==> src/rtl/rf_write_sequencer.sv <==
// Register-file write sequencer: arbitrates two writeback channels into a small FIFO and
// issues one registered register-file write per cycle, exporting a per-register pending vector.
module rf_write_sequencer #(
  parameter int unsigned DEPTH = 4,
  parameter int unsigned AW    = 5,
  parameter int unsigned DW    = 32
) (
  input  logic                   i_clk,
  input  logic                   i_reset,
  input  logic                   i_a_valid,
  output logic                   o_a_ready,
  input  logic [AW-1:0]          i_a_addr,
  input  logic [DW-1:0]          i_a_data,
  input  logic                   i_b_valid,
  output logic                   o_b_ready,
  input  logic [AW-1:0]          i_b_addr,
  input  logic [DW-1:0]          i_b_data,
  output logic                   o_rf_we,
  output logic [AW-1:0]          o_rf_waddr,
  output logic [DW-1:0]          o_rf_wdata,
  output logic [31:0]            o_pending,
  output logic [$clog2(DEPTH):0] o_count,
  output logic                   o_full,
  output logic                   o_empty
);

  localparam int unsigned PW = $clog2(DEPTH);
  localparam int unsigned CW = PW + 1;

  logic [AW-1:0] r_addr [DEPTH];
  logic [DW-1:0] r_data [DEPTH];
  logic [PW-1:0] r_wr_ptr;
  logic [PW-1:0] r_rd_ptr;
  logic [CW-1:0] r_count;
  logic          r_rr_last_b;
  logic          r_rf_we;
  logic [AW-1:0] r_rf_waddr;
  logic [DW-1:0] r_rf_wdata;

  logic          w_full;
  logic          w_empty;
  logic          w_both;
  logic          w_a_ready;
  logic          w_b_ready;
  logic          w_grant_a;
  logic          w_grant_b;
  logic [AW-1:0] w_in_addr;
  logic [DW-1:0] w_in_data;
  logic          w_push;
  logic          w_pop;
  logic [PW-1:0] w_off;
  logic [31:0]   w_pending;

  assign w_full  = (r_count == CW'(DEPTH));
  assign w_empty = (r_count == '0);
  assign w_both  = i_a_valid && i_b_valid;

  // On contention the channel not granted last wins; an idle channel still sees ready.
  assign w_a_ready = !w_full && !(w_both && !r_rr_last_b);
  assign w_b_ready = !w_full && !(w_both && r_rr_last_b);
  assign w_grant_a = i_a_valid && w_a_ready;
  assign w_grant_b = i_b_valid && w_b_ready;

  assign w_in_addr = w_grant_a ? i_a_addr : i_b_addr;
  assign w_in_data = w_grant_a ? i_a_data : i_b_data;
  // Writes to r0 complete the handshake but are dropped.
  assign w_push    = (w_grant_a || w_grant_b) && (w_in_addr != '0);
  assign w_pop     = !w_empty;

  always_ff @(posedge i_clk or posedge i_reset) begin
    if (i_reset) begin
      r_wr_ptr    <= '0;
      r_rd_ptr    <= '0;
      r_count     <= '0;
      r_rr_last_b <= 1'b1;
      r_rf_we     <= 1'b0;
      r_rf_waddr  <= '0;
      r_rf_wdata  <= '0;
    end else begin
      if (w_push) r_wr_ptr <= r_wr_ptr + 1'b1;
      if (w_pop)  r_rd_ptr <= r_rd_ptr + 1'b1;
      r_count <= r_count + CW'(w_push) - CW'(w_pop);
      if (w_grant_a) begin
        r_rr_last_b <= 1'b0;
      end else if (w_grant_b) begin
        r_rr_last_b <= 1'b1;
      end
      r_rf_we <= w_pop;
      if (w_pop) begin
        r_rf_waddr <= r_addr[r_rd_ptr];
        r_rf_wdata <= r_data[r_rd_ptr];
      end
    end
  end

  // Payload storage needs no reset; validity is tracked by the pointers and count.
  always_ff @(posedge i_clk) begin
    if (w_push) begin
      r_addr[r_wr_ptr] <= w_in_addr;
      r_data[r_wr_ptr] <= w_in_data;
    end
  end

  always_comb begin
    w_pending = '0;
    w_off     = '0;
    for (int i = 0; i < DEPTH; i++) begin
      w_off = PW'(i) - r_rd_ptr;
      if ({1'b0, w_off} < r_count) w_pending[r_addr[i]] = 1'b1;
    end
    if (r_rf_we) w_pending[r_rf_waddr] = 1'b1;
    w_pending[0] = 1'b0;
  end

  assign o_a_ready  = w_a_ready;
  assign o_b_ready  = w_b_ready;
  assign o_rf_we    = r_rf_we;
  assign o_rf_waddr = r_rf_waddr;
  assign o_rf_wdata = r_rf_wdata;
  assign o_pending  = w_pending;
  assign o_count    = r_count;
  assign o_full     = w_full;
  assign o_empty    = w_empty;

endmodule

==> config.mk <==
export PLATFORM = sky130hd
export DESIGN_NAME = rf_write_sequencer
export DESIGN_NICKNAME = d
export VERILOG_FILES = /design/src/rtl/rf_write_sequencer.sv
export SDC_FILE = /design/constraint.sdc
export NUM_CORES = 1
export LEC_CHECK = 0
export ABC_CLOCK_PERIOD_IN_PS = 5800
export BUFFER_PORTS_ARGS = -buffer_cell sky130_fd_sc_hd__buf_2
export CORE_ASPECT_RATIO = 0.75
export CORE_MARGIN = 8
export CORE_UTILIZATION = 59
export DETAILED_ROUTE_END_ITERATION = 16
export PLACE_DENSITY = 0.83
export SLEW_MARGIN = 20
export SYNTH_ARGS = -nofsm -noshare
export SYNTH_HDL_FRONTEND = slang
export SYNTH_SLANG_ARGS = --single-unit
==> constraint.sdc <==
create_clock -name i_clk -period 5.8 [get_ports i_clk]
set_input_delay 1.74 -clock i_clk [delete_from_list [all_inputs] [get_ports i_clk]]
set_output_delay 1.74 -clock i_clk [all_outputs]
set_load 0.05 [all_outputs]
==> results of run 1 <==
cell type report:
| type | count | share of cell area |
|---|---|---|
| Inverter | 18 | 0.00629 |
| Sequential cell | 194 | 0.512 |
| Multi-Input combinational cell | 478 | 0.330 |
| Clock buffer | 18 | 0.0392 |
| Clock inverter | 14 | 0.0149 |
| Tap cell | 210 | 0.0240 |
| Timing Repair Buffer | 158 | 0.0734 |
power groups by stage:
stage	Sequential, mW	Clock (mW)	Combinational (mW)
2_1_floorplan	2.77	0	2.08
3_3_place_gp	2.37	0	3.18
3_5_place_dp	2.40	0	3.23
4_1_cts	2.38	1.18	3.26
5_1_grt	2.43	1.23	3.47
6_report	2.39	1.17	3.25
kinds of logic (layout without fill, tap and decap cells):
family,after synthesis,in the layout,share of synthesized area
compound gates,90,90,0.0632
buf+inv,66,208,0.0360
fa+ha+maj,11,11,0.0152
simple gates,295,295,0.150
other cells,1,1,0.000393
xor+xnor,6,6,0.00550
flops,194,194,0.586
mux,75,75,0.144
state kept, by name, indices dropped and copies added, names as in the netlist:
name and flops:
o_count 3, o_rf_waddr 5, o_rf_wdata 32, o_rf_we 1
r_addr 20, r_data 128, r_rd_ptr 2, r_rr_last_b 1
r_wr_ptr 2
path summary, 6_finish.rpt:
kind | startpoint | to | slack, ns | cells after the start
max | r_rd_ptr[1] | o_pending[1] | 0.90 | 9
min | o_rf_wdata[11] | o_rf_wdata[11] | 0.46 | 2
max reg2reg | o_count[2] | o_count[2] | 3.08 | 7
min reg2reg | o_rf_wdata[11] | o_rf_wdata[11] | 0.46 | 2
max in group asynchronous | i_reset | r_rd_ptr[1] | 3.77 | 2
min in group asynchronous | i_reset | o_rf_wdata[20] | 1.46 | 2
critical path: cells and delay by family, from the launching register on:
| family | cells | cell delay (ns) |
|---|---|---|
| adder cells (fa/ha/maj) | 1 | 0.30 |
| buffers and inverters | 3 | 0.79 |
| AND/OR/NAND/NOR | 2 | 0.93 |
| flip-flops | 1 | 0.37 |
| AO/OA/AOI/OAI | 3 | 0.34 |
per-layer routing:
layer / global-route usage / share of wire
met1: 0.324 / 0.41
met2: 0.354 / 0.46
met3: 0.0729 / 0.12
met4: 0.0624 / 0.014
met5: 0 / 0
through the flow:
stage / area (sq um) / cells / worst slack, ns
6_report: 10900 / 1090 / 0.897
5_1_grt: 10900 / 1090 / 0.648
4_1_cts: 10900 / 1090 / 0.893
3_5_place_dp: 10300 / 1058 / 1.35
3_3_place_gp: 10300 / 1058 / 1.40
2_1_floorplan: 9550 / 738 / 1.44
cell usage after synthesis (7+ instances only):
master / instances
nand3_1: 13
o22ai_1: 30
nand3b_1: 9
buf_2: 13
or3_1: 18
nor2_1: 17
o21ai_0: 12
mux2_2: 7
and2_1: 8
a21oi_1: 16
mux2_4: 30
ha_1: 10
nor3_1: 15
inv_1: 16
nand2_1: 165
or3b_2: 8
mux4_2: 37
edfxtp_1: 148
a32oi_1: 11
dfrtp_1: 45
and3b_1: 8
clkbuf_1: 20
==> flow_summary.yaml, run 1 <==
yosys:
  syn_inst: 738
  yosysWarnings: 0
  syn_area_per_cell_sq_um: 12.9
  async_flop_share: 0.237
  netlist_area_sq_mm: 0.00955
  synth.distinct_cells: 59
  synth-seq-cells: 194
  synth_nets: 827
  synth_top_cell_area_share: 0.466
  synth_area_leaders: "edfxtp_1, dfrtp_1, mux4_2"
  synth-edff-count: 148
  ys.flop_type: "edfxtp_1"
  ys_seq_area_frac: 0.586
  synth_top_area_cell: "edfxtp_1"
clock_tree:
  tritoncts: "built"
  post_cts_buffers: 0
  cts_buffer_depth: 2
  cts_buffers: 17
  ctsHtreeMaxLevel: 4
  postCtsResizedCells: 0
  clk_latency_ns: 0.42
  postCtsHoldBufs: 0
  cts_sinks: 194
  clk_pin_slew_ns: 0.07
  cts-root-buf: "clkbuf_16"
routing:
  postRouteAntennaNets: 0
  vias_per_cell: 6.18
  drt-wirelength-per-cell_um: 22.3
  drtIter0Drc: 817
  routed_wl_um: 24300
  drtPass1Iterations: 7
  drc_errors: 0
  vias: 6733
place:
  place_congestion: 0.964
  io_buffers: 153
  place.detailed.hpwl_um: 15700
cells_and_area:
  drive_above_1_share: 0.334
  fillers: 1091
  final_cell_mix: "nand2_1, buf_2, edfxtp_1, dfrtp_1, mux4_2"
  area_growth_syn_to_layout_pct: 14.6
  layout.cells.most_common: "nand2_1"
  finalNetCount: 956
  finish.utilization: 0.687
  multiInputGateArea_sq_mm: 0.00361
  final-seq-area_sq_mm: 0.00560
  n_antenna_cell: 0
pwr:
  total_leakage_power_nw: 4.50
  ir_drop_mv: 0.396
  total_power_mw: 6.81
  p_per_area_mw_per_mm2: 623
  p_seq_frac: 0.351
  swShare: 0.460
  clkPwrFrac: 0.171
  pwr-share-comb: 0.477
  switching_power_mw: 3.13
  p_int_mw: 3.68
timing:
  maxSlewViolCount: 0
  slew_headroom: 0.302
  whs_ns: 0.463
  rsz0062_at_grt: "no"
  fin_skew_ns: 0.0106
  period_minus_slack_ns: 4.90
  final_hold_viol_count: 0
  fin_crit_sh: 0.845
  fmax_mhz: 204
  final.setup.tns_ns: 0
  setup_violations: 0
  worstMarginPinSlew_ns: 1.05
floorplanning:
  die-area_sq_mm: 0.0205
  fp.coreArea_sq_mm: 0.0159
  row_count: 40
  die_x_um: 163
  initial_core_util: 0.600
  ios: 155
  fp.dieH_um: 126
hold_path:
  hold_path_class: "reg -> reg"
outcome:
  run_status: "finished clean"
critical_path:
  required_ns: 4.06
  cp-start-kind: "flop"
  worstSetupEndpointType: "primary output"
  critical_path.max_stage_delay_ns: 0.51
  path_cells: "buf_4, inv_1, ha_1, a21oi_1, o21ai_1, nand2b_1, o22ai_1, or4_1, buf_2"
  critPathMaxFanout: 40
  worstSetupPathType: "reg -> out"
  arrival_ns: 3.16
  slowest_stage: "or4_1"
global_route:
  antenna_found_initial: 0
  overflow: 0
  grt_pass1_wl_um: 37400
  grt_usage: 0.234
  grt_pass1_vias: 6843
  grt_max_degree: 47
job:
  maxCapViolations: 0
Note: power is estimated with default switching activity, not from simulation.
==> run 2: changes to the inputs <==
--- a/config.mk
+++ b/config.mk
@@ -5,13 +5,13 @@
 export SDC_FILE = /design/constraint.sdc
 export NUM_CORES = 1
 export LEC_CHECK = 0
-export ABC_CLOCK_PERIOD_IN_PS = 5800
+export ABC_CLOCK_PERIOD_IN_PS = 4350
 export BUFFER_PORTS_ARGS = -buffer_cell sky130_fd_sc_hd__buf_2
 export CORE_ASPECT_RATIO = 0.75
 export CORE_MARGIN = 8
-export CORE_UTILIZATION = 59
+export CORE_UTILIZATION = 51
 export DETAILED_ROUTE_END_ITERATION = 16
-export PLACE_DENSITY = 0.83
+export PLACE_DENSITY = 0.76
 export SLEW_MARGIN = 20
 export SYNTH_ARGS = -nofsm -noshare
 export SYNTH_HDL_FRONTEND = slang
==> constraint.sdc (replaced) <==
create_clock -name i_clk -period 4.35 [get_ports i_clk]
set_input_delay 1.305 -clock i_clk [delete_from_list [all_inputs] [get_ports i_clk]]
set_output_delay 1.305 -clock i_clk [all_outputs]
set_load 0.05 [all_outputs]
==> run 2 against run 1 <==
- global-route usage shrank 3.3 points
- hold slack worse by 0.0022 ns
- combinational power rose by 34%
- sequential power is 33% higher
- setup slack worse by 0.71 ns
- clock-buffer cell count increased by 1
- critical endpoint unchanged
==> flow_summary.yaml, run 2 (synthesis gave the netlist of run 1 again) <==
outcome:
  run_status: "finished clean"
timing:
  period_minus_slack_ns: 4.16
  final_hold_viol_count: 0
  rsz0062_at_grt: "no"
  slew_headroom: 0.310
  worstMarginPinSlew_ns: 1.03
  fin_skew_ns: 0.0120
  setup_violations: 0
  final.setup.tns_ns: 0
  maxSlewViolCount: 0
  fin_crit_sh: 0.956
  worst_slack_ns: 0.191
  fmax_mhz: 240
clock_tree:
  cts_sinks: 194
  cts_buffer_depth: 2
  cts_buffers: 17
  post_cts_buffers: 0
  cts-root-buf: "clkbuf_16"
  ctsHtreeMaxLevel: 4
  postCtsResizedCells: 0
  tritoncts: "built"
  clk_pin_slew_ns: 0.07
  clk_latency_ns: 0.42
  postCtsHoldBufs: 0
routing:
  drtIter0Drc: 682
  drt-wirelength-per-cell_um: 21.0
  routed_wl_um: 23700
  vias: 6617
  drtPass1Iterations: 6
  postRouteAntennaNets: 0
  drc_errors: 0
  vias_per_cell: 5.86
critical_path:
  crit_top_cell: "buf_4"
  slowest_stage: "or4_1"
  worstSetupEndpointType: "primary output"
  path_cells: "buf_4, ha_1, o21ai_1, nand2b_1, buf_4, o22ai_1, or4_1, buf_2"
  critical_path.max_stage_delay_ns: 0.55
  arrival_ns: 2.85
  required_ns: 3.04
  worstSetupPathType: "reg -> out"
  cp-start-kind: "flop"
  critPathMaxFanout: 34
cells_and_area:
  largest_reg_flops: 128
  finish.utilization: 0.597
  area_growth_syn_to_layout_pct: 15.0
  regMostFlops: "r_data"
  layout.cells.most_common: "nand2_1"
  instances_no_fill: 1130
  fillers: 1464
  final_cell_mix: "nand2_1, buf_2, edfxtp_1, dfrtp_1, mux4_2"
  n_antenna_cell: 0
  drive_above_1_share: 0.335
  finalNetCount: 959
pwr:
  p_per_area_mw_per_mm2: 819
  ir_drop_mv: 0.452
  total_leakage_power_nw: 4.50
  total_power_mw: 8.99
job:
  maxCapViolations: 0
floorplanning:
  initial_core_util: 0.519
  fp.dieH_um: 134
  die_x_um: 174
  ios: 155
  die-area_sq_mm: 0.0234
  row_count: 43
  fp.coreArea_sq_mm: 0.0184
global_route:
  grt_usage: 0.201
  antenna_found_initial: 0
  grt_pass1_vias: 6493
  grt_max_degree: 47
  overflow: 0
  grt_pass1_wl_um: 36700
hold_path:
  hold_path_class: "reg -> reg"
place:
  place.detailed.hpwl_um: 15800
  place_congestion: 0.985
  io_buffers: 153
  dp_slack_ns: 0.666
  place_inst: 1098
## run 2: cell count changes in the layout (fill, tap and decap cells not counted), sizes merged
cell      delta
inv          -5
clkinvlp     +1
clkinv       +3
buf          +3
clkbuf       +1
## run 2: path summary, 6_finish.rpt
path | to | start | cells after the start | slack [ns]
max in group asynchronous | r_rd_ptr[0] | i_reset | 2 | 2.74
min in group asynchronous | o_rf_wdata[16] | i_reset | 2 | 1.03
min | o_rf_wdata[7] | o_rf_wdata[7] | 2 | 0.46
max | o_pending[1] | r_rd_ptr[1] | 8 | 0.19
max reg2reg | o_count[2] | o_count[2] | 7 | 1.65
min reg2reg | o_rf_wdata[7] | o_rf_wdata[7] | 2 | 0.46
## run 2: layout make-up
type,instances,area (sq um),share of cell area
tap,247,309,0.0281
inverter,18,68.8,0.00627
multi-input combinational,478,3620,0.330
timing repair buffer,161,826,0.0752
sequential,194,5600,0.510
clock buffer,19,433,0.0394
clock inverter,13,126,0.0115
## run 2: power by group
part           internal [mW]  switching (mW)
sequential              2.76           0.415
clock                  0.799           0.674
combinational           1.34            3.01
total                   4.90            4.10
## run 2: worst max-delay path: cells and delay by family, from the launching register on
kind / cells / cell delay [ns]
compound gates: 2 / 0.18
buf+inv: 3 / 0.92
flops: 1 / 0.46
simple gates: 2 / 0.62
fa+ha+maj: 1 / 0.25
## run 2: per-stage QoR
stage	hold WS (ns)	area, sq um
2_1_floorplan	0.512	9550
3_5_place_dp	0.451	10400
6_report	0.460	11000
5_1_grt	0.484	11000
4_1_cts	0.466	11000
3_3_place_gp	0.446	10400
## run 2: per-layer routing
| metal | routed length (um) | track usage |
|---|---|---|
| met1 | 10600 | 0.290 |
| met2 | 10300 | 0.295 |
| met3 | 2500 | 0.0589 |
| met4 | 291 | 0.0497 |
| met5 | 0 | 0 |
==> run 3: changes to the inputs <==
--- a/config.mk
+++ b/config.mk
@@ -6,10 +6,11 @@
 export NUM_CORES = 1
 export LEC_CHECK = 0
 export ABC_CLOCK_PERIOD_IN_PS = 4350
-export BUFFER_PORTS_ARGS = -buffer_cell sky130_fd_sc_hd__buf_2
+export BUFFER_PORTS_ARGS = -buffer_cell sky130_fd_sc_hd__buf_4
 export CORE_ASPECT_RATIO = 0.75
 export CORE_MARGIN = 8
 export CORE_UTILIZATION = 51
+export CTS_CLUSTER_DIAMETER = 200
 export DETAILED_ROUTE_END_ITERATION = 16
 export PLACE_DENSITY = 0.76
 export SLEW_MARGIN = 20
==> run 3 against run 2 <==
- combinational power grew 5.1%
- clock power up 8%
- hold slack improved by 0.0053 ns
==> flow_summary.yaml, run 3 (synthesis gave the netlist of run 1 again) <==
outcome:
  run_status: "finished clean"
routing:
  vias: 6612
  postRouteAntennaNets: 0
  drt-wirelength-per-cell_um: 20.9
  drtIter0Drc: 622
  routed_wl_um: 23600
  vias_per_cell: 5.86
  drtPass1Iterations: 5
  drc_errors: 0
cells_and_area:
  drive_above_1_share: 0.336
  finalNetCount: 957
  fillers: 1393
  instances_no_fill: 1128
  area_growth_syn_to_layout_pct: 19.4
  final_cell_mix: "nand2_1, buf_4, edfxtp_1, dfrtp_1, mux4_2"
  largest_reg_flops: 128
  layout.cells.most_common: "nand2_1"
  n_antenna_cell: 0
  regMostFlops: "r_data"
critical_path:
  worstSetupEndpointType: "primary output"
  slowest_stage: "o2111ai_1"
  critPathTopFamily: "compound AO/OA/AOI/OAI gates"
  worstSetupPathType: "reg -> out"
  arrival_ns: 2.83
  path_buf_inv: 2
  path_cells: "xor2_1, inv_1, ha_1, nand2b_1, o2111ai_1, o22ai_1, a31oi_1, nand2_1, buf_4"
  cp-start-kind: "flop"
  critical_path.max_stage_delay_ns: 0.58
  required_ns: 3.04
  critPathMaxFanout: 10
floorplanning:
  ios: 155
  die_x_um: 174
  fp.coreArea_sq_mm: 0.0184
  initial_core_util: 0.519
  row_count: 43
  fp.dieH_um: 134
  die-area_sq_mm: 0.0234
timing:
  maxSlewViolCount: 0
  fin_skew_ns: 0.0118
  final.setup.tns_ns: 0
  whs_ns: 0.466
  worstMarginPinSlew_ns: 1.03
  slew_headroom: 0.315
  fin_crit_sh: 0.949
  final_hold_viol_count: 0
  fmax_mhz: 242
  setup_violations: 0
  rsz0062_at_grt: "no"
  period_minus_slack_ns: 4.13
clock_tree:
  postCtsHoldBufs: 0
  post_cts_buffers: 0
  cts-root-buf: "clkbuf_16"
  clk_pin_slew_ns: 0.07
  cts_sinks: 194
  tritoncts: "built"
  postCtsResizedCells: 0
  clk_latency_ns: 0.43
  cts_buffers: 17
  ctsHtreeMaxLevel: 4
  cts_buffer_depth: 2
pwr:
  p_int_mw: 5.19
  switching_power_mw: 4.15
  clkPwrFrac: 0.170
  p_per_area_mw_per_mm2: 819
  pwr-share-comb: 0.489
  total_leakage_power_nw: 4.62
  swShare: 0.444
  p_seq_frac: 0.341
  ir_drop_mv: 0.460
place:
  io_buffers: 153
  place_inst: 1096
  place.detailed.hpwl_um: 16100
  place_congestion: 0.991
global_route:
  antenna_found_initial: 0
  grt_pass1_vias: 6490
  grt_usage: 0.201
  grt_pass1_wl_um: 36800
  overflow: 0
  grt_max_degree: 47
job:
  maxCapViolations: 0
hold_path:
  hold_path_class: "reg -> reg"
==> run 3: worst min-delay path: stages (launching register included) <==
cell,delay [ns]
dfrtp_1,0.34
nand2_1,0.05
nand2_1,0.04
==> run 3: final cells by class <==
class,instances,area (sq um),share of cell area
inverters,18,68.8,0.00604
clock buffers,18,439,0.0385
well taps,247,309,0.0271
multi-input cells,478,3610,0.317
flip-flops and latches,194,5600,0.491
repair buffers,159,1190,0.105
clock inverters,14,173,0.0152
==> run 3: worst paths after layout <==
kind,start,to,slack (ns),depth (start not counted)
max,r_rd_ptr[0],o_pending[7],0.22,9
min,o_rf_wdata[4],o_rf_wdata[4],0.47,2
max reg2reg,o_count[2],o_count[2],1.71,7
min reg2reg,o_rf_wdata[4],o_rf_wdata[4],0.47,2
max in group asynchronous,i_reset,r_rd_ptr[0],2.76,2
min in group asynchronous,i_reset,o_rf_wdata[12],1.02,2
==> run 3: power groups by stage <==
stage	logic, mW	registers [mW]	clock network, mW
finish	4.57	3.19	1.59
global route	4.87	3.25	1.69
global placement	4.53	3.17	0
CTS	4.58	3.18	1.61
detailed placement	4.56	3.21	0
floorplan	2.77	3.69	0
==> run 3: through the flow <==
stage / power, mW / utilization / worst slack, ns / area [sq um]
floorplan: 6.46 / - / 0.611 / 9550
global placement: 7.70 / 0.586 / 0.739 / 10800
detailed placement: 7.76 / 0.586 / 0.691 / 10800
CTS: 9.37 / 0.619 / 0.236 / 11400
global route: 9.80 / 0.619 / 0.0657 / 11400
finish: 9.34 / 0.619 / 0.220 / 11400
==> run 3: per-layer routing <==
layer | vias up | part of all wire | GRT usage
met4 | 0 | 0.014 | 0.0516
met5 | - | 0 | 0
met1 | 3214 | 0.44 | 0.281
li1 | 2992 | - | -
met2 | 366 | 0.44 | 0.291
met3 | 40 | 0.10 | 0.0742
